## config.mk

```make
export PLATFORM = sky130hd
export DESIGN_NAME = fifo_write_arbiter_flat
export DESIGN_NICKNAME = d
export VERILOG_FILES = /design/src/rtl/fifo_write_arbiter_if.sv /design/src/rtl/fifo_write_arbiter.sv /design/src/flat_wrapper.sv
export SDC_FILE = /design/constraint.sdc
export NUM_CORES = 1
export LEC_CHECK = 0
export CAP_MARGIN = 10
export CORE_MARGIN = 2
export CORE_UTILIZATION = 35
export CTS_BUF_LIST = sky130_fd_sc_hd__clkbuf_2 sky130_fd_sc_hd__clkbuf_4 sky130_fd_sc_hd__clkbuf_8
export CTS_CLUSTER_DIAMETER = 150
export DETAILED_ROUTE_END_ITERATION = 8
export PLACE_DENSITY = 0.7
export REMOVE_ABC_BUFFERS = 1
export SLEW_MARGIN = 5
export SYNTH_ARGS = -nofsm -noshare
export SYNTH_HDL_FRONTEND = slang
export SYNTH_SLANG_ARGS = --single-unit
```

## constraint.sdc

```tcl
create_clock -name clk -period 1.9 [get_ports clk]
set_input_delay 0.38 -clock clk [delete_from_list [all_inputs] [get_ports clk]]
set_output_delay 0.38 -clock clk [all_outputs]
set_load 0.05 [all_outputs]
```

## src/rtl/fifo_write_arbiter_if.sv

```systemverilog
// Requester/FIFO-side signal bundle for the two-port FIFO write arbiter.
// master drives requests and FIFO flags; slave is the arbiter itself.
interface fifo_write_arbiter_if #(
  parameter int STALL_WIDTH = 8
);
  logic                   enable;
  logic                   req0;
  logic                   req1;
  logic [7:0]             data0;
  logic [7:0]             data1;
  logic [3:0]             fifo_status;
  logic                   ack0;
  logic                   ack1;
  logic                   fifo_write;
  logic [7:0]             fifo_data;
  logic                   busy;
  logic [STALL_WIDTH-1:0] stall_count;

  modport master (
    output enable, req0, req1, data0, data1, fifo_status,
    input  ack0, ack1, fifo_write, fifo_data, busy, stall_count
  );

  modport slave (
    input  enable, req0, req1, data0, data1, fifo_status,
    output ack0, ack1, fifo_write, fifo_data, busy, stall_count
  );
endinterface

```

## src/rtl/fifo_write_arbiter.sv

```systemverilog
// Two-requester FIFO write arbiter: IDLE -> WRITE -> SETTLE, round-robin or fixed
// priority, with a saturating count of cycles blocked by FIFO Full.
module fifo_write_arbiter #(
  parameter int FIXED_PRIORITY = 0,
  parameter int STALL_WIDTH    = 8
) (
  input logic                clk,
  input logic                reset,
  fifo_write_arbiter_if.slave bus
);
  typedef enum logic [1:0] {IDLE = 2'd0, WRITE = 2'd1, SETTLE = 2'd2} state_t;

  state_t                 state_q, state_d;
  logic [1:0]             req;
  logic [1:0][7:0]        data;
  logic                   grant, win, stall_inc;
  logic                   last_q;
  logic                   fifo_write_q, busy_q;
  logic [1:0]             ack_q;
  logic [7:0]             fifo_data_q;
  logic [STALL_WIDTH-1:0] stall_q;

  assign req  = {bus.req1, bus.req0};
  assign data = {bus.data1, bus.data0};

  // Requests and flags only matter in IDLE; WRITE/SETTLE run to completion.
  always_comb begin
    state_d   = state_q;
    grant     = 1'b0;
    win       = 1'b0;
    stall_inc = 1'b0;
    unique case (state_q)
      IDLE: begin
        if (bus.enable && (|req)) begin
          if (bus.fifo_status[1]) begin
            stall_inc = (stall_q != '1);
          end else begin
            grant   = 1'b1;
            state_d = WRITE;
            if (req == 2'b11) win = (FIXED_PRIORITY != 0) ? 1'b0 : ~last_q;
            else              win = req[1];
          end
        end
      end
      WRITE:   state_d = SETTLE;
      SETTLE:  state_d = IDLE;
      default: state_d = IDLE;
    endcase
  end

  // Strobes are set on the grant edge so they are high exactly for the WRITE cycle.
  always_ff @(posedge clk) begin
    if (reset) begin
      state_q      <= IDLE;
      fifo_write_q <= 1'b0;
      ack_q        <= 2'b00;
      fifo_data_q  <= 8'h00;
      busy_q       <= 1'b0;
      stall_q      <= '0;
      last_q       <= 1'b1;
    end else begin
      state_q      <= state_d;
      fifo_write_q <= grant;
      ack_q        <= grant ? (2'b01 << win) : 2'b00;
      busy_q       <= (state_d != IDLE);
      if (grant) begin
        fifo_data_q <= data[win];
        last_q      <= win;
      end
      if (stall_inc) stall_q <= stall_q + STALL_WIDTH'(1);
    end
  end

  assign bus.fifo_write  = fifo_write_q;
  assign bus.ack0        = ack_q[0];
  assign bus.ack1        = ack_q[1];
  assign bus.fifo_data   = fifo_data_q;
  assign bus.busy        = busy_q;
  assign bus.stall_count = stall_q;
endmodule

```

## src/flat_wrapper.sv

```systemverilog
// flat-port wrapper written by rule: the top's interface ports become plain ports
module fifo_write_arbiter_flat 
#(
  parameter int FIXED_PRIORITY = 0,
  parameter int STALL_WIDTH    = 8
)
  (clk, reset, bus_enable, bus_req0, bus_req1, bus_data0, bus_data1, bus_fifo_status, bus_ack0, bus_ack1, bus_fifo_write, bus_fifo_data, bus_busy, bus_stall_count);
  fifo_write_arbiter_if #(.STALL_WIDTH(STALL_WIDTH)) bus_i ();
  input logic clk;
  input logic reset;
  input wire logic [$bits(bus_i.enable)-1:0] bus_enable;
  input wire logic [$bits(bus_i.req0)-1:0] bus_req0;
  input wire logic [$bits(bus_i.req1)-1:0] bus_req1;
  input wire logic [$bits(bus_i.data0)-1:0] bus_data0;
  input wire logic [$bits(bus_i.data1)-1:0] bus_data1;
  input wire logic [$bits(bus_i.fifo_status)-1:0] bus_fifo_status;
  output wire logic [$bits(bus_i.ack0)-1:0] bus_ack0;
  output wire logic [$bits(bus_i.ack1)-1:0] bus_ack1;
  output wire logic [$bits(bus_i.fifo_write)-1:0] bus_fifo_write;
  output wire logic [$bits(bus_i.fifo_data)-1:0] bus_fifo_data;
  output wire logic [$bits(bus_i.busy)-1:0] bus_busy;
  output wire logic [$bits(bus_i.stall_count)-1:0] bus_stall_count;
  assign bus_i.enable = bus_enable;
  assign bus_i.req0 = bus_req0;
  assign bus_i.req1 = bus_req1;
  assign bus_i.data0 = bus_data0;
  assign bus_i.data1 = bus_data1;
  assign bus_i.fifo_status = bus_fifo_status;
  assign bus_ack0 = bus_i.ack0;
  assign bus_ack1 = bus_i.ack1;
  assign bus_fifo_write = bus_i.fifo_write;
  assign bus_fifo_data = bus_i.fifo_data;
  assign bus_busy = bus_i.busy;
  assign bus_stall_count = bus_i.stall_count;
  fifo_write_arbiter #(.FIXED_PRIORITY(FIXED_PRIORITY), .STALL_WIDTH(STALL_WIDTH)) u_core (.clk(clk), .reset(reset), .bus(bus_i));
endmodule
```

==> flow_summary.html <==
<table>
<tr><th>Metric</th><th>Value</th></tr>
<tr><th colspan="2">Flow run</th></tr>
<tr><td>Number of maximum-capacitance violations</td><td>0</td></tr>
<tr><th colspan="2">Setup path</th></tr>
<tr><td>Largest delay share family, worst path</td><td>simple AND/OR/NAND/NOR gates</td></tr>
<tr><td>Crit-path slowest cell</td><td>sky130_fd_sc_hd__or4b_4</td></tr>
<tr><td>Reg2reg start</td><td>u_core.bus.stall_count[2]</td></tr>
<tr><td>CP Data Required Time</td><td>2.14 ns</td></tr>
<tr><td>Max stage delay on crit path</td><td>about 0.53 ns</td></tr>
<tr><td>Data arrival at the endpoint of the critical path</td><td>2.10 ns</td></tr>
<tr><td>Destination of the worst register-to-register timing path</td><td>u_core.bus.stall_count[7]</td></tr>
<tr><td>Worst Path Max Fanout</td><td>5</td></tr>
<tr><td>Cells along the critical path</td><td>clkdlybuf4s50_1 &gt; or4b_4 &gt; or4_4 &gt; a21oi_2</td></tr>
<tr><td>Element type at the critical path start</td><td>input pin</td></tr>
<tr><td>Start-to-end type of the worst setup path</td><td>in -&gt; reg</td></tr>
<tr><td>Number of cells on the critical path</td><td>4</td></tr>
<tr><td>Crit path capture type</td><td>flop</td></tr>
<tr><td>Number of cells on the worst reg-to-reg path</td><td>4</td></tr>
<tr><td>R2R Setup Slk</td><td>about 0.13 ns</td></tr>
<tr><td>Bufs and invs on worst path</td><td>1</td></tr>
<tr><td>Critical path destination</td><td>u_core.bus.stall_count[7]</td></tr>
<tr><td>First element of the critical path</td><td>bus_fifo_status[1]</td></tr>
<tr><th colspan="2">Drt</th></tr>
<tr><td>Vias</td><td>1009</td></tr>
<tr><td>Number of vias per cell after detailed routing</td><td>5.42</td></tr>
<tr><td>Post-detailed-route wirelength per cell</td><td>13.7 um</td></tr>
<tr><td>Antenna viol nets, final</td><td>0</td></tr>
<tr><td>Residual DRC</td><td>0</td></tr>
<tr><td>Post-Route WL</td><td>2550 um</td></tr>
<tr><td>First drt pass iteration count</td><td>4</td></tr>
<tr><td>Initial drt markers</td><td>20</td></tr>
<tr><th colspan="2">Power and ir drop</th></tr>
<tr><td>Comb power frac</td><td>0.233</td></tr>
<tr><td>Sequential power share</td><td>0.525</td></tr>
<tr><td>Internal Power</td><td>0.707 mW</td></tr>
<tr><td>Clk network pwr share</td><td>0.242</td></tr>
<tr><td>Switching power share of the total</td><td>0.278</td></tr>
<tr><td>NetSw</td><td>0.273 mW</td></tr>
<tr><td>P_leak</td><td>0.679 nW</td></tr>
<tr><td>Total power draw</td><td>0.979 mW</td></tr>
<tr><td>Total power divided by cell area</td><td>606 nW/um^2</td></tr>
<tr><td>Maximum vdd drop</td><td>0.418 mV</td></tr>
<tr><th colspan="2">Yosys</th></tr>
<tr><td>Average cell area after synthesis</td><td>~10 um^2</td></tr>
<tr><td>Multiplexer share of the synthesized area</td><td>0.0913</td></tr>
<tr><td>Proportion of register bits with asynchronous set or reset after synthesis</td><td>0</td></tr>
<tr><td>Fraction of the mapped netlist area in compound gates</td><td>0.161</td></tr>
<tr><td>Cell area after synthesis</td><td>1000 um^2</td></tr>
<tr><td>Post-Synth Simple-Gate Area</td><td>0.236</td></tr>
<tr><td>Most frequently used flop master after synthesis</td><td>sky130_fd_sc_hd__dfxtp_1</td></tr>
<tr><td>Share of the yosys chip area belonging to registers</td><td>0.460</td></tr>
<tr><td>Adder-cell area share of the yosys netlist</td><td>0.0125</td></tr>
<tr><td>Number of warning messages in the yosys log</td><td>0</td></tr>
<tr><td>Synthesized netlist cell count</td><td>103</td></tr>
<tr><td>Biggest area contributors in the synthesized netlist</td><td>sky130_fd_sc_hd__dfxtp_1 46%, sky130_fd_sc_hd__mux2i_1 8.0%, sky130_fd_sc_hd__a211oi_1 6.0%, sky130_fd_sc_hd__nor2_1 4.5%, sky130_fd_sc_hd__or4_1 3.8%</td></tr>
<tr><td>Cell taking the most area after synthesis</td><td>sky130_fd_sc_hd__dfxtp_1</td></tr>
<tr><td>Yosys cell types</td><td>32</td></tr>
<tr><td>Post-synth EDFFs</td><td>0</td></tr>
<tr><td>Synth Area in XOR/XNOR</td><td>0</td></tr>
<tr><td>Yosys reg bits</td><td>23</td></tr>
<tr><td>Combinational family with the most area after synthesis</td><td>simple AND/OR/NAND/NOR gates</td></tr>
<tr><td>Share of Yosys cell area claimed by the top area cell type</td><td>0.460</td></tr>
<tr><th colspan="2">GRT</th></tr>
<tr><td>Total congestion overflow</td><td>0</td></tr>
<tr><td>All-Layer GR Usage</td><td>0.160</td></tr>
<tr><td>Via count of the first global-routing pass</td><td>a little over 1000</td></tr>
<tr><td>Global-route wire length before repair</td><td>4270 um</td></tr>
<tr><td>Pin count of the biggest net entering global routing</td><td>18</td></tr>
<tr><td>Antenna violations before repair</td><td>0</td></tr>
<tr><th colspan="2">Timing</th></tr>
<tr><td>Final slew viol count</td><td>0</td></tr>
<tr><td>Fin crit period</td><td>1.86 ns</td></tr>
<tr><td>Measured slew at the worst slew-check pin</td><td>0.515 ns</td></tr>
<tr><td>Setup Total Neg Slack</td><td>0 ns</td></tr>
<tr><td>Setup clock skew after layout</td><td>approximately 0.0013 ns</td></tr>
<tr><td>Post-route fraction of the period consumed by the critical path</td><td>0.977</td></tr>
<tr><td>Setup violators final</td><td>0</td></tr>
<tr><td>Fmax</td><td>539 MHz</td></tr>
<tr><td>Hold violation count in the final report</td><td>0</td></tr>
<tr><td>Unrepaired setup endpoints after global routing</td><td>false</td></tr>
<tr><td>Setup WS post-layout</td><td>roughly 0.044 ns</td></tr>
<tr><td>Slew Limit Headroom</td><td>0.656</td></tr>
<tr><th colspan="2">Clock network</th></tr>
<tr><td>TritonCTS clock tree</td><td>yes</td></tr>
<tr><td>Clock sink count</td><td>23</td></tr>
<tr><td>CTS root buffer</td><td>sky130_fd_sc_hd__clkbuf_4</td></tr>
<tr><td>Insertion delay to the later sink of the worst-skew pair</td><td>0.30 ns</td></tr>
<tr><td>Buffer depth of the longest clock path</td><td>2</td></tr>
<tr><td>Number of clock buffers inserted by TritonCTS</td><td>3</td></tr>
<tr><td>Clock edge transition at the registers on the reported setup and hold paths</td><td>0.12 ns</td></tr>
<tr><td>H-tree depth</td><td>1</td></tr>
<tr><th colspan="2">Floorplanning</th></tr>
<tr><td>Count of standard-cell rows</td><td>19</td></tr>
<tr><td>Io pins</td><td>45</td></tr>
<tr><td>Die width</td><td>57.5 um</td></tr>
<tr><td>Effective utilization at floorplan</td><td>0.366</td></tr>
<tr><td>Core area</td><td>2730 um^2</td></tr>
<tr><td>Die area</td><td>3300 um^2</td></tr>
<tr><td>Vertical die dimension</td><td>57.5 um</td></tr>
<tr><th colspan="2">Place</th></tr>
<tr><td>Placed wire-length estimate</td><td>1810 um</td></tr>
<tr><td>Count of buffers from port buffering</td><td>41</td></tr>
<tr><td>Weighted congestion reported at the end of routability-driven placement</td><td>0.734</td></tr>
<tr><td>Setup WS pre-CTS</td><td>-0.414 ns</td></tr>
<tr><td>Count of placed standard cells including taps</td><td>179</td></tr>
<tr><th colspan="2">Layout</th></tr>
<tr><td>Number of inserted diodes</td><td>0</td></tr>
<tr><td>Filler cell count in the final layout</td><td>234</td></tr>
<tr><td>Non-filler instance count after layout</td><td>186</td></tr>
<tr><td>Most common cell after layout, fill and taps aside</td><td>sky130_fd_sc_hd__clkdlybuf4s50_1</td></tr>
<tr><td>Area delta synth-&gt;final</td><td>61.5%</td></tr>
<tr><td>Commonest cells after routing, fill and taps aside</td><td>25 x sky130_fd_sc_hd__clkdlybuf4s50_1, 23 x sky130_fd_sc_hd__dfxtp_1, 18 x sky130_fd_sc_hd__buf_4</td></tr>
<tr><td>Fraction of final layout cells sized beyond drive strength 1</td><td>0.252</td></tr>
<tr><td># nets final</td><td>182</td></tr>
<tr><th colspan="2">Min path</th></tr>
<tr><td>Worst hold path type</td><td>reg -&gt; reg</td></tr>
<tr><th colspan="2">Status</th></tr>
<tr><td>Run status</td><td>completed</td></tr>
</table>
## worst reg2reg max path: stages (launching register included)
cell,delay [ns]
sky130_fd_sc_hd__dfxtp_1,0.46
sky130_fd_sc_hd__nand4_1,0.24
sky130_fd_sc_hd__or2_2,0.38
sky130_fd_sc_hd__or4_4,0.49
sky130_fd_sc_hd__a21oi_2,0.14
## synthesized netlist by cell type (all sizes together), types with 2 or more instances
master	number
mux2i	8
nand3	4
buf	2
a211oi	8
o31ai	3
inv	2
or2	2
o41ai	2
nor2	12
nand2	3
or4	6
o21ai	3
dfxtp	23
a21oi	7
nor4	2
clkbuf	4
## routing by layer
layer	GRT usage	routed length (um)	part of all wire
met5	0	0	0
met4	0.0498	0	0
met3	0.0363	174	0.068
met2	0.289	1340	0.52
met1	0.186	1040	0.41
## final cells by class
class                   instances  area, um^2  share of cell area
multi-input cells              73         572               0.354
repair buffers                 53         508               0.314
flip-flops and latches         23         460               0.285
well taps                      31        38.8              0.0240
clock buffers                   4        30.0              0.0186
inverters                       2        7.51             0.00464
## registers in the layout, indices dropped and copies added, names as in the netlist
name                    cells
u_core.ack_q                2
u_core.bus.busy             1
u_core.bus.fifo_data        8
u_core.bus.fifo_write       1
u_core.bus.stall_count      8
u_core.last_q               1
u_core.state_q              2
## worst min-delay path by stage
stage                     to  depth (start not counted)  slack, ns     startpoint
6_report       u_core.last_q                          2       0.50  u_core.last_q
4_1_cts        u_core.last_q                          2       0.50  u_core.last_q
3_3_place_gp   u_core.last_q                          2       0.46  u_core.last_q
3_5_place_dp   u_core.last_q                          2       0.47  u_core.last_q
2_1_floorplan  u_core.last_q                          2       0.43  u_core.last_q
5_1_grt        u_core.last_q                          2       0.53  u_core.last_q
## per-stage QoR
step / util / area (um^2) / hold WS (ns)
after global routing: 0.591 / 1620 / 0.534
after floorplan: - / 970 / 0.432
after detailed placement: 0.539 / 1470 / 0.468
after CTS: 0.561 / 1530 / 0.499
final: 0.591 / 1620 / 0.501
after global placement: 0.539 / 1470 / 0.462
## repair_timing
action | in CTS | in global routing
gates resized for setup | 2 | 18
endpoints found under the setup margin | 7 | 12
pin swaps | 5 | 7
setup buffers | 1 | 1
hold buffers | 0 | 0
gates cloned | 1 | 0
## power by group through the flow
stage / sequential, mW / combinational [mW] / clock [mW]
2_1_floorplan: 0.579 / 0.0543 / 0
3_3_place_gp: 0.523 / 0.215 / 0
3_5_place_dp: 0.524 / 0.218 / 0
4_1_cts: 0.514 / 0.223 / 0.243
5_1_grt: 0.517 / 0.244 / 0.259
6_report: 0.514 / 0.228 / 0.237
## logic make-up (layout without fill, tap and decap cells)
group	after synthesis	count (layout)
AOI/OAI and AO/OA	24	24
adders and majority gates	1	1
buffers and inverters	8	59
DFF	23	23
muxes	9	9
and+or+nand+nor	38	39
(Power assumes the default switching activity.)
